`config.mk`:
```
export PLATFORM = sky130hd
export DESIGN_NAME = rf_wb_arbiter
export DESIGN_NICKNAME = d
export VERILOG_FILES = /design/src/rtl/rf_wb_arbiter.sv
export SDC_FILE = /design/constraint.sdc
export NUM_CORES = 1
export LEC_CHECK = 0
export BUFFER_PORTS_ARGS = -buffer_cell sky130_fd_sc_hd__buf_4
export CORE_MARGIN = 3
export CORE_UTILIZATION = 40
export CTS_BUF_LIST = sky130_fd_sc_hd__clkbuf_8
export CTS_CLUSTER_SIZE = 28
export DETAILED_ROUTE_END_ITERATION = 8
export PLACE_DENSITY_LB_ADDON = 0.05
export SETUP_SLACK_MARGIN = 0.05
export SLEW_MARGIN = 20
export SYNTH_ARGS = -nofsm -noshare
export SYNTH_HDL_FRONTEND = slang
export SYNTH_SLANG_ARGS = --single-unit
```
`constraint.sdc`:
```
create_clock -name clk -period 3.8 [get_ports clk]
set_input_delay 1.14 -clock clk [delete_from_list [all_inputs] [get_ports clk]]
set_output_delay 1.14 -clock clk [all_outputs]
set_load 0.02 [all_outputs]
```
`src/rtl/rf_wb_arbiter.sv`:
```
// Register-file write-back arbiter: the main pipeline always wins the write port, and aux
// results wait in a small FIFO. A pipe write kills older queued writes to the same register.
module rf_wb_arbiter #(
  parameter int unsigned QDEPTH       = 4,
  parameter int unsigned STARVE_LIMIT = 8
) (
  input  logic        clk,
  input  logic        rst_n,
  input  logic        pipe_we,
  input  logic [4:0]  pipe_addr,
  input  logic [31:0] pipe_data,
  input  logic        aux_valid,
  output logic        aux_ready,
  input  logic [4:0]  aux_addr,
  input  logic [31:0] aux_data,
  output logic        RegWrite,
  output logic [4:0]  WriteAddr,
  output logic [31:0] WriteData,
  output logic [31:0] pend_mask,
  output logic        stall_req
);

  localparam int unsigned PW = $clog2(QDEPTH);
  localparam int unsigned CW = $clog2(STARVE_LIMIT + 1);
  localparam logic [CW-1:0] Limit = CW'(STARVE_LIMIT);

  logic [4:0]        q_addr_q [QDEPTH];
  logic [4:0]        q_addr_d [QDEPTH];
  logic [31:0]       q_data_q [QDEPTH];
  logic [QDEPTH-1:0] live_q, live_d;
  logic [PW:0]       rd_q, rd_d, wr_q, wr_d;
  logic [CW-1:0]     cnt_q, cnt_d;
  logic              wen_q, wen_d;
  logic [4:0]        waddr_q, waddr_d;
  logic [31:0]       wdata_q, wdata_d;
  logic [31:0]       pend_q, pend_d;
  logic              stall_q;

  logic          full, empty, pipe_wr, accept, enq, pop;
  logic [PW-1:0] rd_idx, wr_idx;

  always_comb begin
    rd_idx  = rd_q[PW-1:0];
    wr_idx  = wr_q[PW-1:0];
    empty   = (rd_q == wr_q);
    full    = (rd_idx == wr_idx) && (rd_q[PW] != wr_q[PW]);
    pipe_wr = pipe_we && (pipe_addr != 5'd0);
    accept  = aux_valid && !full;
    enq     = accept && (aux_addr != 5'd0);
    pop     = !pipe_wr && !empty;
    rd_d    = pop ? rd_q + 1'b1 : rd_q;
    wr_d    = enq ? wr_q + 1'b1 : wr_q;
  end

  assign aux_ready = !full;

  // Live bits are cleared on pop as well, so a set live bit always means an occupied slot.
  always_comb begin
    q_addr_d = q_addr_q;
    live_d   = live_q;
    if (pipe_wr) begin
      for (int i = 0; i < QDEPTH; i++) begin
        if (live_q[i] && (q_addr_q[i] == pipe_addr)) live_d[i] = 1'b0;
      end
    end
    if (pop) live_d[rd_idx] = 1'b0;
    if (enq) begin
      q_addr_d[wr_idx] = aux_addr;
      live_d[wr_idx]   = !(pipe_wr && (aux_addr == pipe_addr));
    end
    pend_d = '0;
    for (int i = 0; i < QDEPTH; i++) begin
      if (live_d[i]) pend_d[q_addr_d[i]] = 1'b1;
    end
    pend_d[0] = 1'b0;
  end

  always_comb begin
    wen_d   = 1'b0;
    waddr_d = waddr_q;
    wdata_d = wdata_q;
    if (pipe_wr) begin
      wen_d   = 1'b1;
      waddr_d = pipe_addr;
      wdata_d = pipe_data;
    end else if (pop) begin
      wen_d   = live_q[rd_idx];
      waddr_d = q_addr_q[rd_idx];
      wdata_d = q_data_q[rd_idx];
    end
  end

  // Non-empty with a pipe write is the only way the queue fails to pop.
  always_comb begin
    cnt_d = '0;
    if (!empty && pipe_wr) cnt_d = (cnt_q == Limit) ? cnt_q : cnt_q + 1'b1;
  end

  always_ff @(posedge clk or negedge rst_n) begin
    if (!rst_n) begin
      for (int i = 0; i < QDEPTH; i++) begin
        q_addr_q[i] <= '0;
        q_data_q[i] <= '0;
      end
      live_q  <= '0;
      rd_q    <= '0;
      wr_q    <= '0;
      cnt_q   <= '0;
      wen_q   <= 1'b0;
      waddr_q <= '0;
      wdata_q <= '0;
      pend_q  <= '0;
      stall_q <= 1'b0;
    end else begin
      q_addr_q <= q_addr_d;
      if (enq) q_data_q[wr_idx] <= aux_data;
      live_q  <= live_d;
      rd_q    <= rd_d;
      wr_q    <= wr_d;
      cnt_q   <= cnt_d;
      wen_q   <= wen_d;
      waddr_q <= waddr_d;
      wdata_q <= wdata_d;
      pend_q  <= pend_d;
      stall_q <= (cnt_d == Limit);
    end
  end

  assign RegWrite  = wen_q;
  assign WriteAddr = waddr_q;
  assign WriteData = wdata_q;
  assign pend_mask = pend_q;
  assign stall_req = stall_q;

endmodule

```
==> metrics.md, run 1 <==
| Metric | Value |
|---|---|
| Status | completed |
| Clock Path Buffers | 3 |
| Setup TNS | 0 ns |
| Clock skew | 0.0238 ns |
| Final hold violations | 0 |
| Remaining antenna violation count | 0 |
| Largest fanout on the critical path | 8 |
| Hpwl dp | 20700 um |
| Initial Util | 40.8% |
| Post_cts resized | 0 |
| Crit path kind | in -> reg |
| Clock group share of total power | 18.0% |
| Core Region | 27900 um2 |
| Clk slew on worst S/H paths | 0.05 ns |
| Combinational power share | 47.9% |
| Post-DP Area | 13100 um2 |
| Worst slew pin tran | 0.882 ns |
| Die area | 30400 um2 |
| Critical Path RT | 4.23 ns |
| Dominant cell type by area after synthesis | dfrtp_1 |
| Cell area after layout | 13900 um2 |
| Slew headroom | 41.2% |
| Hold Crit Class | reg -> reg |
| Post-route DRC | 0 |
| Max-slew violation total from the final report | 0 |
| Cts hold-fix bufs | 0 |
| Register-to-register setup slack | 0.93 ns |
| Die X-Extent | 174 um |
| Starting DRT DRC Count | 478 |
| Final Setup Violations | 0 |
| CTS Buf Count | 44 |
| Total Nets Final | 1211 |
| Die Y | 174 um |
| Internal cell power | 0.00773 W |
| Crit path from | aux_addr[2] |
| Achievable Freq | 318 MHz |
| Share of the synthesized area in the top cell type | 51.1% |
| Register bit total from synthesis | 232 |
| Final Util | 49.9% |
| Place WS | 0.142 ns |
| Synth-to-layout area growth | 22.5% |
| Share of layout cells above drive strength 1 | 36.6% |
| Critical Path End | pend_mask[11] |
| Vias per cell | 5.37 |
| Max-Cap Viols | 0 |
| Root buf cell | clkbuf_8 |
| Share of synthesized registers carrying an async set or reset | 100% |
| Initial antenna violation count | 0 |
| Buffers added on ports | 148 |
| Clk_lat worst skew | 0.56 ns |
| Clock sink count | 232 |
| Lkg Pwr | 6.52 nW |
| Worst r2r src | wr_q[2] |
| WL per Instance | 20.2 um |
| Yosys warns | 0 |
| Final min period | 3.14 ns |
| Seq pwr share | 34.1% |
| Post-synth EDFFs | 0 |
| Crit. End Element | register |
| Pwr per Cell Area | 912 nW/um2 |
| Pin count of the biggest net entering global routing | 88 |
| Final setup margin | 0.660 ns |
| Worst VDD drop | 0.408 mV |
| GP Congestion | 0.899 |
| Post-synthesis cell type count | 67 |
| Vias in the first global route | 8587 |
| Total routed wirelength | 31000 um |
| R2r worst-path depth | 7 |
| Most common cell after layout, fill and taps aside | dfrtp_1 |
| Worst hold slack | 0.469 ns |
| Primary FF master, synth | dfrtp_1 |
| Vias post-DR | 8216 |
| Sw frac | 39.0% |
| Post-synthesis net count | 1031 |
| DR pass1 iterations | 4 |
| Reg-to-reg endpoint | pend_mask[6] |
| CTS tree | built |
| First-pass GRT wire length | 49400 um |
| Hold Crit Start | q_data_q[11] |
| H-tree depth | 2 |
| CP startpoint kind | primary input |
| Worst Path Arrival | 3.57 ns |
| Post-synthesis cell area | 11400 um2 |
| Synth top area cells | dfrtp_1 51%, mux2_2 9.9%, mux4_2 7.5% |
| Setup repair after global routing missed its margin | no |
| Floorplan row count | 61 |
| Final period utilization | 82.6% |
| Postcts setup bufs | 0 |
| Syn Inst Count | 943 |
| # diodes | 0 |
| Commonest non-fill, non-tap cells in the layout | 230 x dfrtp_1, 190 x buf_4, 157 x nand2_1 |
| Tot GR Track Use | 20.5% |
| Gr ovfl total | 0 |
| Mean post-synth cell area | 12.0 um2 |
| Fillers | 2569 |
| IO Count | 150 |
| Register area share after synthesis | 51.1% |
| Sw Pwr | 0.00495 W |
## worst max-delay path, cell delays in order
cell,delay (ns)
buf_4,0.15
or2_1,0.24
o41a_1,0.46
nand3_2,0.20
mux2i_1,0.41
nand3b_1,0.47
o32ai_1,0.19
a221o_1,0.31
## kinds of logic after synthesis
| group | share of synthesized area, % |
|---|---|
| other | 0.0330 |
| adder cells (fa/ha/maj) | 1.10 |
| multiplexers | 21.8 |
| buffers and inverters | 3.33 |
| flip-flops | 51.1 |
| AND/OR/NAND/NOR | 10.6 |
| XOR/XNOR | 2.82 |
| AO/OA/AOI/OAI | 9.24 |
## state kept, by name, summed over array words and instances (netlist names)
signal     flops
WriteAddr      5
rd_q           3
pend_mask     31
RegWrite       1
wr_q           3
stall_req      1
cnt_q          4
q_data_q     128
q_addr_q      20
live_q         4
WriteData     32
## layer usage
layer  part of all wire (%)  vias up  GRT usage, %
li1                       -     3774             -
met1                     46     4132          29.3
met2                     45      260          31.3
met3                    6.6       50          4.70
met4                    2.2        0          6.27
met5                      0        -             0
## power groups by stage
| stage | Clock [W] | Sequential, W | Combinational (W) |
|---|---|---|---|
| 2_1_floorplan | 0 | 0.00449 | 0.00384 |
| 3_3_place_gp | 0 | 0.00435 | 0.00608 |
| 3_5_place_dp | 0 | 0.00436 | 0.00613 |
| 4_1_cts | 0.00238 | 0.00433 | 0.00614 |
| 5_1_grt | 0.00249 | 0.00446 | 0.00662 |
| 6_report | 0.00229 | 0.00432 | 0.00607 |
## area by class of cell
cell class                 count  area, um2  area share [%]
clock buffer                  53        729            5.25
clock inverter                22       92.6           0.666
inverter                      33        124           0.891
multi-input combinational    619       5190            37.4
sequential                   232       5810            41.8
tap                          378        473            3.40
timing repair buffer         193       1480            10.7
## stage by stage
step / total power (W) / std cells
6_report: 0.0127 / 1530
5_1_grt: 0.0136 / 1530
4_1_cts: 0.0128 / 1530
2_1_floorplan: 0.00834 / 943
3_5_place_dp: 0.0105 / 1455
3_3_place_gp: 0.0104 / 1455
## synth_stat cells, drive strengths merged (4+ instances only)
cell type and n:
a221o 8, a32oi 9, and2 4, and3 5, buf 23, clkbuf 36
dfrtp 232, ha 10, inv 32, mux2 100, mux2i 49, mux4 38
nand2 159, nand2b 7, nand3 25, nand3b 6, nand4 6, nor2 11
nor3 14, nor4 4, o21ai 49, o221ai 18, o22ai 6, o31ai 6
o32a 11, o32ai 4, or3 5, xnor2 20, xor2 14
## worst min-delay path by stage
stage,to,slack [ns],cells after the start
after floorplan,q_data_q[0],0.44,2
after global placement,q_data_q[4],0.45,2
after detailed placement,q_data_q[13],0.46,2
after CTS,q_data_q[13],0.47,2
after global routing,q_data_q[30],0.49,2
final,q_data_q[11],0.47,2
(Power assumes the default switching activity.)
==> run 2, diff against run 1 <==
--- a/config.mk
+++ b/config.mk
@@ -5,6 +5,7 @@
 export SDC_FILE = /design/constraint.sdc
 export NUM_CORES = 1
 export LEC_CHECK = 0
+export ABC_AREA = 1
 export BUFFER_PORTS_ARGS = -buffer_cell sky130_fd_sc_hd__buf_4
 export CORE_MARGIN = 3
 export CORE_UTILIZATION = 40
==> constraint.sdc (replaced) <==
create_clock -name clk -period 2.7 [get_ports clk]
set_input_delay 0.81 -clock clk [delete_from_list [all_inputs] [get_ports clk]]
set_output_delay 0.81 -clock clk [all_outputs]
set_load 0.02 [all_outputs]
==> run 2 against run 1 <==
Effect of this change: area after synthesis rose by 8.1%; clock skew grew 0.0081 ns; clock power rose by 48%; sequential power increased by 36%; final cell count rose by 51%; register-to-register slack got worse by 0.53 ns; worst setup slack lost 0.51 ns; critical path depth shrank 1; first-iteration DRC count increased by 100%; critical path type is now reg -> out; largest cell class unchanged.
==> metrics.md, run 2 <==
| Metric | Value |
|---|---|
| Worst VDD drop | 0.425 mV (+4.3%) |
| Slew headroom | 51.7% (+11 points) |
| Initial antenna violation count | 2 (+2) |
| Remaining antenna violation count | 0 (unchanged) |
| Worst slew pin tran | 0.721 ns (-0.161 ns) |
| Post-synthesis cell area | 12300 um2 (+8.1%) |
| Max-slew violation total from the final report | 0 (unchanged) |
| Die area | 32800 um2 (+7.8%) |
| Crit path kind | reg -> out |
| Largest fanout on the critical path | 16 (+8) |
| Post-route DRC | 0 (unchanged) |
| Largest reg by FF count | q_data_q |
| Gr ovfl total | 0 (unchanged) |
| Buffers added on ports | 148 (unchanged) |
| Hpwl dp | 27000 um (+31%) |
| Internal cell power | 0.0102 W (+33%) |
| Vias post-DR | 11838 (+44%) |
| Achievable Freq | 392 MHz |
| Synth-to-layout area growth | 23.9% |
| Clock sink count | 232 (unchanged) |
| Crit. End Element | output pin |
| Setup repair after global routing missed its margin | no |
| Seq pwr share | 31.5% (-2.6 points) |
| Clk_lat worst skew | 0.56 ns (about the same) |
| Most frequent cells after synthesis | 662 x nand2_1, 232 x dfrtp_1, 158 x nor2_1, 144 x nand3_1, 122 x o21ai_0 |
| Max-Cap Viols | 0 (unchanged) |
| Cts hold-fix bufs | 0 (unchanged) |
| Initial Util | 41.0% (+0.22 points) |
| Total routed wirelength | 40600 um (+31%) |
| First-pass GRT wire length | 64800 um (+31%) |
| Post-synth EDFFs | 0 (unchanged) |
| Sw Pwr | 0.00845 W (+71%) |
| Die X-Extent | 181 um (+3.8%) |
| Clock Path Buffers | 3 (unchanged) |
| Commonest non-fill, non-tap cells in the layout | 662 x nand2_1, 231 x dfrtp_1, 216 x buf_4 |
| GP Congestion | 0.906 (+0.70%) |
| Total Power | 0.0187 W (+48%) |
| Tot GR Track Use | 24.5% (+4.0 points) |
| Share of synthesized registers carrying an async set or reset | 100% (unchanged) |
| Core Region | 30000 um2 (+7.5%) |
| Status | completed |
| Fillers | 3003 (+17%) |
| Syn Inst Count | 1693 (+80%) |
| Post-synthesis net count | 1781 (+73%) |
| Cell area after layout | 15200 um2 (+9.4%) |
| H-tree depth | 2 (unchanged) |
| Sw frac | 45.2% (+6.2 points) |
| Worst Path Arrival | 1.74 ns (-1.83 ns) |
| CTS tree | built |
| Dominant cell type by area after synthesis | dfrtp_1 |
| Final setup margin | 0.149 ns (-0.510 ns) |
| Clock skew | 0.0320 ns (+0.00814 ns) |
| Root buf cell | clkbuf_8 |
| WL per Instance | 17.6 um (-13%) |
| Pwr per Cell Area | 1230 nW/um2 (+35%) |
| Pin count of the biggest net entering global routing | 69 (-22%) |
| Final period utilization | 94.5% |
| Floorplan row count | 63 (+3.3%) |
| Die Y | 181 um (+3.8%) |
| Final Setup Violations | 0 (unchanged) |
| Total Nets Final | 1975 (+63%) |
| Starting DRT DRC Count | 954 (+100%) |
| Yosys warns | 0 (unchanged) |
| Synth top area cells | dfrtp_1 47%, nand2_1 20%, nand3_1 5.9% |
| CP startpoint kind | register |
| Combinational power share | 50.4% (+2.5 points) |
| Critical Path RT | 1.89 ns (-2.34 ns) |
| IO Count | 150 (unchanged) |
| Vias in the first global route | 11614 (+35%) |
| Primary FF master, synth | dfrtp_1 |
| Register bit total from synthesis | 232 (unchanged) |
| Most common cell after layout, fill and taps aside | nand2_1 |
| Count leader, synth | nand2_1 |
| Lkg Pwr | 8.01 nW (+23%) |
| Final hold violations | 0 (unchanged) |
| Clock group share of total power | 18.1% (about the same) |
| Post-DP Area | 14300 um2 (+9.5%) |
| Register area share after synthesis | 47.3% (-3.8 points) |
| Share of layout cells above drive strength 1 | 19.0% (-18 points) |
| Vias per cell | 5.14 (-4.3%) |
| DR pass1 iterations | 5 (+1) |
| Post-synthesis cell type count | 38 (-43%) |
| Clk slew on worst S/H paths | 0.06 ns (about the same) |
| CTS Buf Count | 43 (-2.3%) |
| Mean post-synth cell area | 7.25 um2 (-40%) |
| Final min period | 2.55 ns |
| Place WS | -0.123 ns (-0.266 ns) |
| # diodes | 0 (unchanged) |
| Final Util | 50.8% (+0.88 points) |
| Hold Crit Class | in -> async |
| Share of the synthesized area in the top cell type | 47.3% (-3.8 points) |
| Max reg flops | 128 (unchanged) |
## run 2: metrics by stage
stage / hold WS [ns] / TNS (ns) / cells
final: 0.212 / 0 / 2304
after global routing: 0.231 / 0 / 2304
after CTS: 0.224 / 0 / 2302
after detailed placement: 0.460 / -1.97 / 2229
after global placement: 0.457 / -1.76 / 2229
after floorplan: 0.444 / 0 / 1693
## run 2: repair_timing
item | 4_1_cts | 5_1_grt
endpoints found under the setup margin | 1 | 23
pin swaps | 1 | 0
hold endpoints to repair | 0 | 0
buffers inserted | 1 | 2
gates resized for setup | 1 | 3
## run 2: cell type report
class / instances / area [um2] / share of cell area [%]
Multi-Input combinational cell: 1252 / 5600 / 36.8
Clock inverter: 18 / 106 / 0.699
Timing Repair Buffer: 236 / 2000 / 13.2
Clock buffer: 54 / 743 / 4.89
Inverter: 122 / 463 / 3.04
Tap cell: 390 / 488 / 3.21
Sequential cell: 232 / 5810 / 38.2
## run 2: metal layers
layer / routed length [um] / up-vias / GRT usage [%]
met4: 907 / 2 / 6.52
met5: 13 / - / 0
met2: 18000 / 380 / 38.1
met1: 19200 / 5665 / 35.7
met3: 2430 / 74 / 3.87
li1: - / 5717 / -
## run 2: final timing paths
path / from / cells past startpoint / slack, ns / end
worst max-delay path: rd_q[1] / 7 / 0.15 / aux_ready
worst min-delay path: rst_n / 1 / 0.21 / q_data_q[2]
worst max register to register: wr_q[1] / 9 / 0.40 / pend_mask[8]
worst min register to register: q_data_q[68] / 2 / 0.47 / q_data_q[68]
max in group asynchronous: rst_n / 2 / 1.72 / q_addr_q[16]
min in group clk: q_data_q[68] / 2 / 0.47 / q_data_q[68]
## run 2: worst max-delay path: stages, from the launching register on
cell and delay [ns]:
dfrtp_1 0.40, buf_4 0.15, inv_4 0.05, nand2_1 0.05, nand2_2 0.08, nand3_4 0.11
buf_8 0.18, buf_4 0.16
## run 2: power by group through the flow
stage          clock network [W]  logic (W)  registers [W]
3_3_place_gp                   0    0.00929        0.00590
5_1_grt                  0.00364     0.0104        0.00606
4_1_cts                  0.00348    0.00938        0.00587
2_1_floorplan                  0    0.00528        0.00612
6_report                 0.00339    0.00943        0.00589
3_5_place_dp                   0    0.00931        0.00591
## run 2: logic make-up after synthesis
group | after synthesis | share of synthesized area, %
and+or+nand+nor | 1006 | 33.4
DFF | 232 | 47.3
AOI/OAI and AO/OA | 212 | 9.34
buffers and inverters | 209 | 7.18
xor gates and xnor gates | 20 | 1.43
adders and majority gates | 10 | 1.02
muxes | 3 | 0.275
other | 1 | 0.0306
==> run 3, diff against run 2 <==
--- a/config.mk
+++ b/config.mk
@@ -7,7 +7,7 @@
 export LEC_CHECK = 0
 export ABC_AREA = 1
 export BUFFER_PORTS_ARGS = -buffer_cell sky130_fd_sc_hd__buf_4
-export CORE_MARGIN = 3
+export CORE_MARGIN = 5
 export CORE_UTILIZATION = 40
 export CTS_BUF_LIST = sky130_fd_sc_hd__clkbuf_8
 export CTS_CLUSTER_SIZE = 28
==> run 3 against run 2 <==
Effect of this change: clock power shrank 6.5%; critical path depth shrank 1; via count shrank 1.6%; final cell count shrank 0.82%; sequential power is essentially flat; total power shrank 2.8%; die area grew 4.5%; clock skew shrank 0.016 ns; worst setup slack gained 0.033 ns; sequential share of layout area grew 0.73 points; count of clock-buffer cells in the layout shrank 1; maximum frequency grew 1.3%; critical path type unchanged; largest power group unchanged; highest routed layer is now met4.
==> metrics.md, run 3 (synthesis results as in run 2) <==
| Metric | Value |
|---|---|
| Status | completed |
| Post-DP Area | 14100 um2 (-1.3%) |
| Total routed wirelength | 39800 um (-2.1%) |
| Largest fanout on the critical path | 11 (-5) |
| Clock skew | 0.0162 ns (-0.0158 ns) |
| Total Nets Final | 1958 (-0.86%) |
| Buffers added on ports | 148 (unchanged) |
| Gr ovfl total | 0 (unchanged) |
| Hold Crit Class | in -> async |
| CTS Buf Count | 43 (unchanged) |
| Hpwl dp | 26700 um (-1.3%) |
| Vias in the first global route | 11580 (-0.29%) |
| CP startpoint kind | register |
| Setup TNS | 0 ns (unchanged) |
| Max-slew violation total from the final report | 0 (unchanged) |
| Worst Path Arrival | 1.71 ns (-0.03 ns) |
| Starting DRT DRC Count | 887 (-7.0%) |
| Core Region | 30400 um2 (+1.6%) |
| Die Y | 185 um (+2.2%) |
| Cts hold-fix bufs | 0 (unchanged) |
| Largest reg by FF count | q_data_q |
| CTS tree | built |
| Vias post-DR | 11643 (-1.6%) |
| GP Congestion | 0.901 (-0.46%) |
| Setup repair after global routing missed its margin | no |
| Root buf cell | clkbuf_8 |
| Share of layout cells above drive strength 1 | 18.3% (-0.70 points) |
| WL per Instance | 17.4 um (-1.3%) |
| Initial Util | 40.3% (-0.64 points) |
| Cell area after layout | 14900 um2 (-1.9%) |
| Final min period | 2.52 ns (-0.0330 ns) |
| Pwr per Cell Area | 1220 nW/um2 (-0.99%) |
| Clock Path Buffers | 3 (unchanged) |
| Die X-Extent | 185 um (+2.2%) |
| Final Setup Violations | 0 (unchanged) |
| Lkg Pwr | 7.84 nW (-2.1%) |
| Worst VDD drop | 0.491 mV (+15%) |
| Register-to-register setup slack | 0.31 ns (-0.09 ns) |
| Crit. End Element | output pin |
| Post-route DRC | 0 (unchanged) |
| Achievable Freq | 397 MHz (+1.3%) |
| Final period utilization | 93.2% (-1.2 points) |
| Final hold violations | 0 (unchanged) |
| Slew headroom | 51.3% (-0.42 points) |
| DR pass1 iterations | 5 (unchanged) |
| # diodes | 0 (unchanged) |
| First-pass GRT wire length | 63700 um (-1.8%) |
| Synth-to-layout area growth | 21.6% |
| Tot GR Track Use | 23.4% (-1.1 points) |
| H-tree depth | 2 (unchanged) |
| Worst slew pin tran | 0.731 ns (+0.00907 ns) |
| Remaining antenna violation count | 0 (unchanged) |
| Die area | 34300 um2 (+4.5%) |
| Commonest non-fill, non-tap cells in the layout | 662 x nand2_1, 231 x dfrtp_1, 207 x buf_4 |
| Pin count of the biggest net entering global routing | 71 (+2.9%) |
| Clock sink count | 232 (unchanged) |
| Reg-to-reg endpoint | pend_mask[11] |
| Max reg flops | 128 (unchanged) |
| IO Count | 150 (unchanged) |
| R2r worst-path depth | 15 (+6) |
| Crit path kind | reg -> out |
| Floorplan row count | 64 (+1.6%) |
| Vias per cell | 5.10 (-0.83%) |
| Clk slew on worst S/H paths | 0.06 ns (about the same) |
| Most common cell after layout, fill and taps aside | nand2_1 |
| Critical Path RT | 1.89 ns (about the same) |
| Initial antenna violation count | 0 (-2) |
| Max-Cap Viols | 0 (unchanged) |
| Clk_lat worst skew | 0.53 ns (-0.03 ns) |
| Worst r2r src | wr_q[1] |
| Worst hold slack | 0.243 ns (+0.0310 ns) |
[run 3: worst max path at each step]
stage	endpoint	slack [ns]	from
2_1_floorplan	pend_mask[10]	0.46	pipe_addr[4]
3_3_place_gp	pend_mask[24]	0.17	aux_addr[3]
3_5_place_dp	pend_mask[25]	0.17	aux_addr[3]
4_1_cts	aux_ready	0.13	wr_q[0]
5_1_grt	aux_ready	0.11	wr_q[1]
6_report	aux_ready	0.18	wr_q[1]
[run 3: metal layers]
layer | track usage [%] | vias to the layer above | part of all wire (%)
li1 | - | 5679 | -
met4 | 7.55 | 0 | 3.0
met2 | 37.7 | 350 | 46
met5 | 0 | - | 0
met1 | 32.6 | 5528 | 45
met3 | 3.38 | 86 | 5.1
[run 3: layout make-up]
| type | instances | area, um2 |
|---|---|---|
| clock buffer | 53 | 729 |
| clock inverter | 11 | 48.8 |
| fill | 3095 | 15500 |
| inverter | 122 | 463 |
| multi-input combinational | 1252 | 5590 |
| sequential | 232 | 5810 |
| tap | 396 | 495 |
| timing repair buffer | 219 | 1790 |
[run 3: power breakdown]
group          switching [W]  internal, W
clock network        0.00143      0.00174
registers           0.000889      0.00498
logic                0.00594      0.00319
[run 3: what timing repair did]
action,4_1_cts,5_1_grt
setup endpoints to repair,1,1
cloned,0,0
pin swaps,0,0
hold endpoints to repair,0,0
buffers inserted,1,0
gates resized for setup,0,1
[run 3: metrics by stage]
| stage | instances | setup WS (ns) | utilization, % | power, W |
|---|---|---|---|---|
| final | 2285 | 0.182 | 49.1 | 0.0182 |
| after global routing | 2285 | 0.106 | 49.1 | 0.0196 |
| after CTS | 2285 | 0.133 | 49.1 | 0.0183 |
| after detailed placement | 2220 | 0.170 | 46.5 | 0.0150 |
| after global placement | 2220 | 0.170 | 46.5 | 0.0149 |
| after floorplan | 1693 | 0.457 | - | 0.0114 |
[run 3: worst max-delay path, stage by stage (launching register included)]
cell and delay (ns):
dfrtp_1 0.42, inv_1 0.14, nand2_1 0.08, nand2_2 0.09, nand3_4 0.11, buf_4 0.19
buf_4 0.16
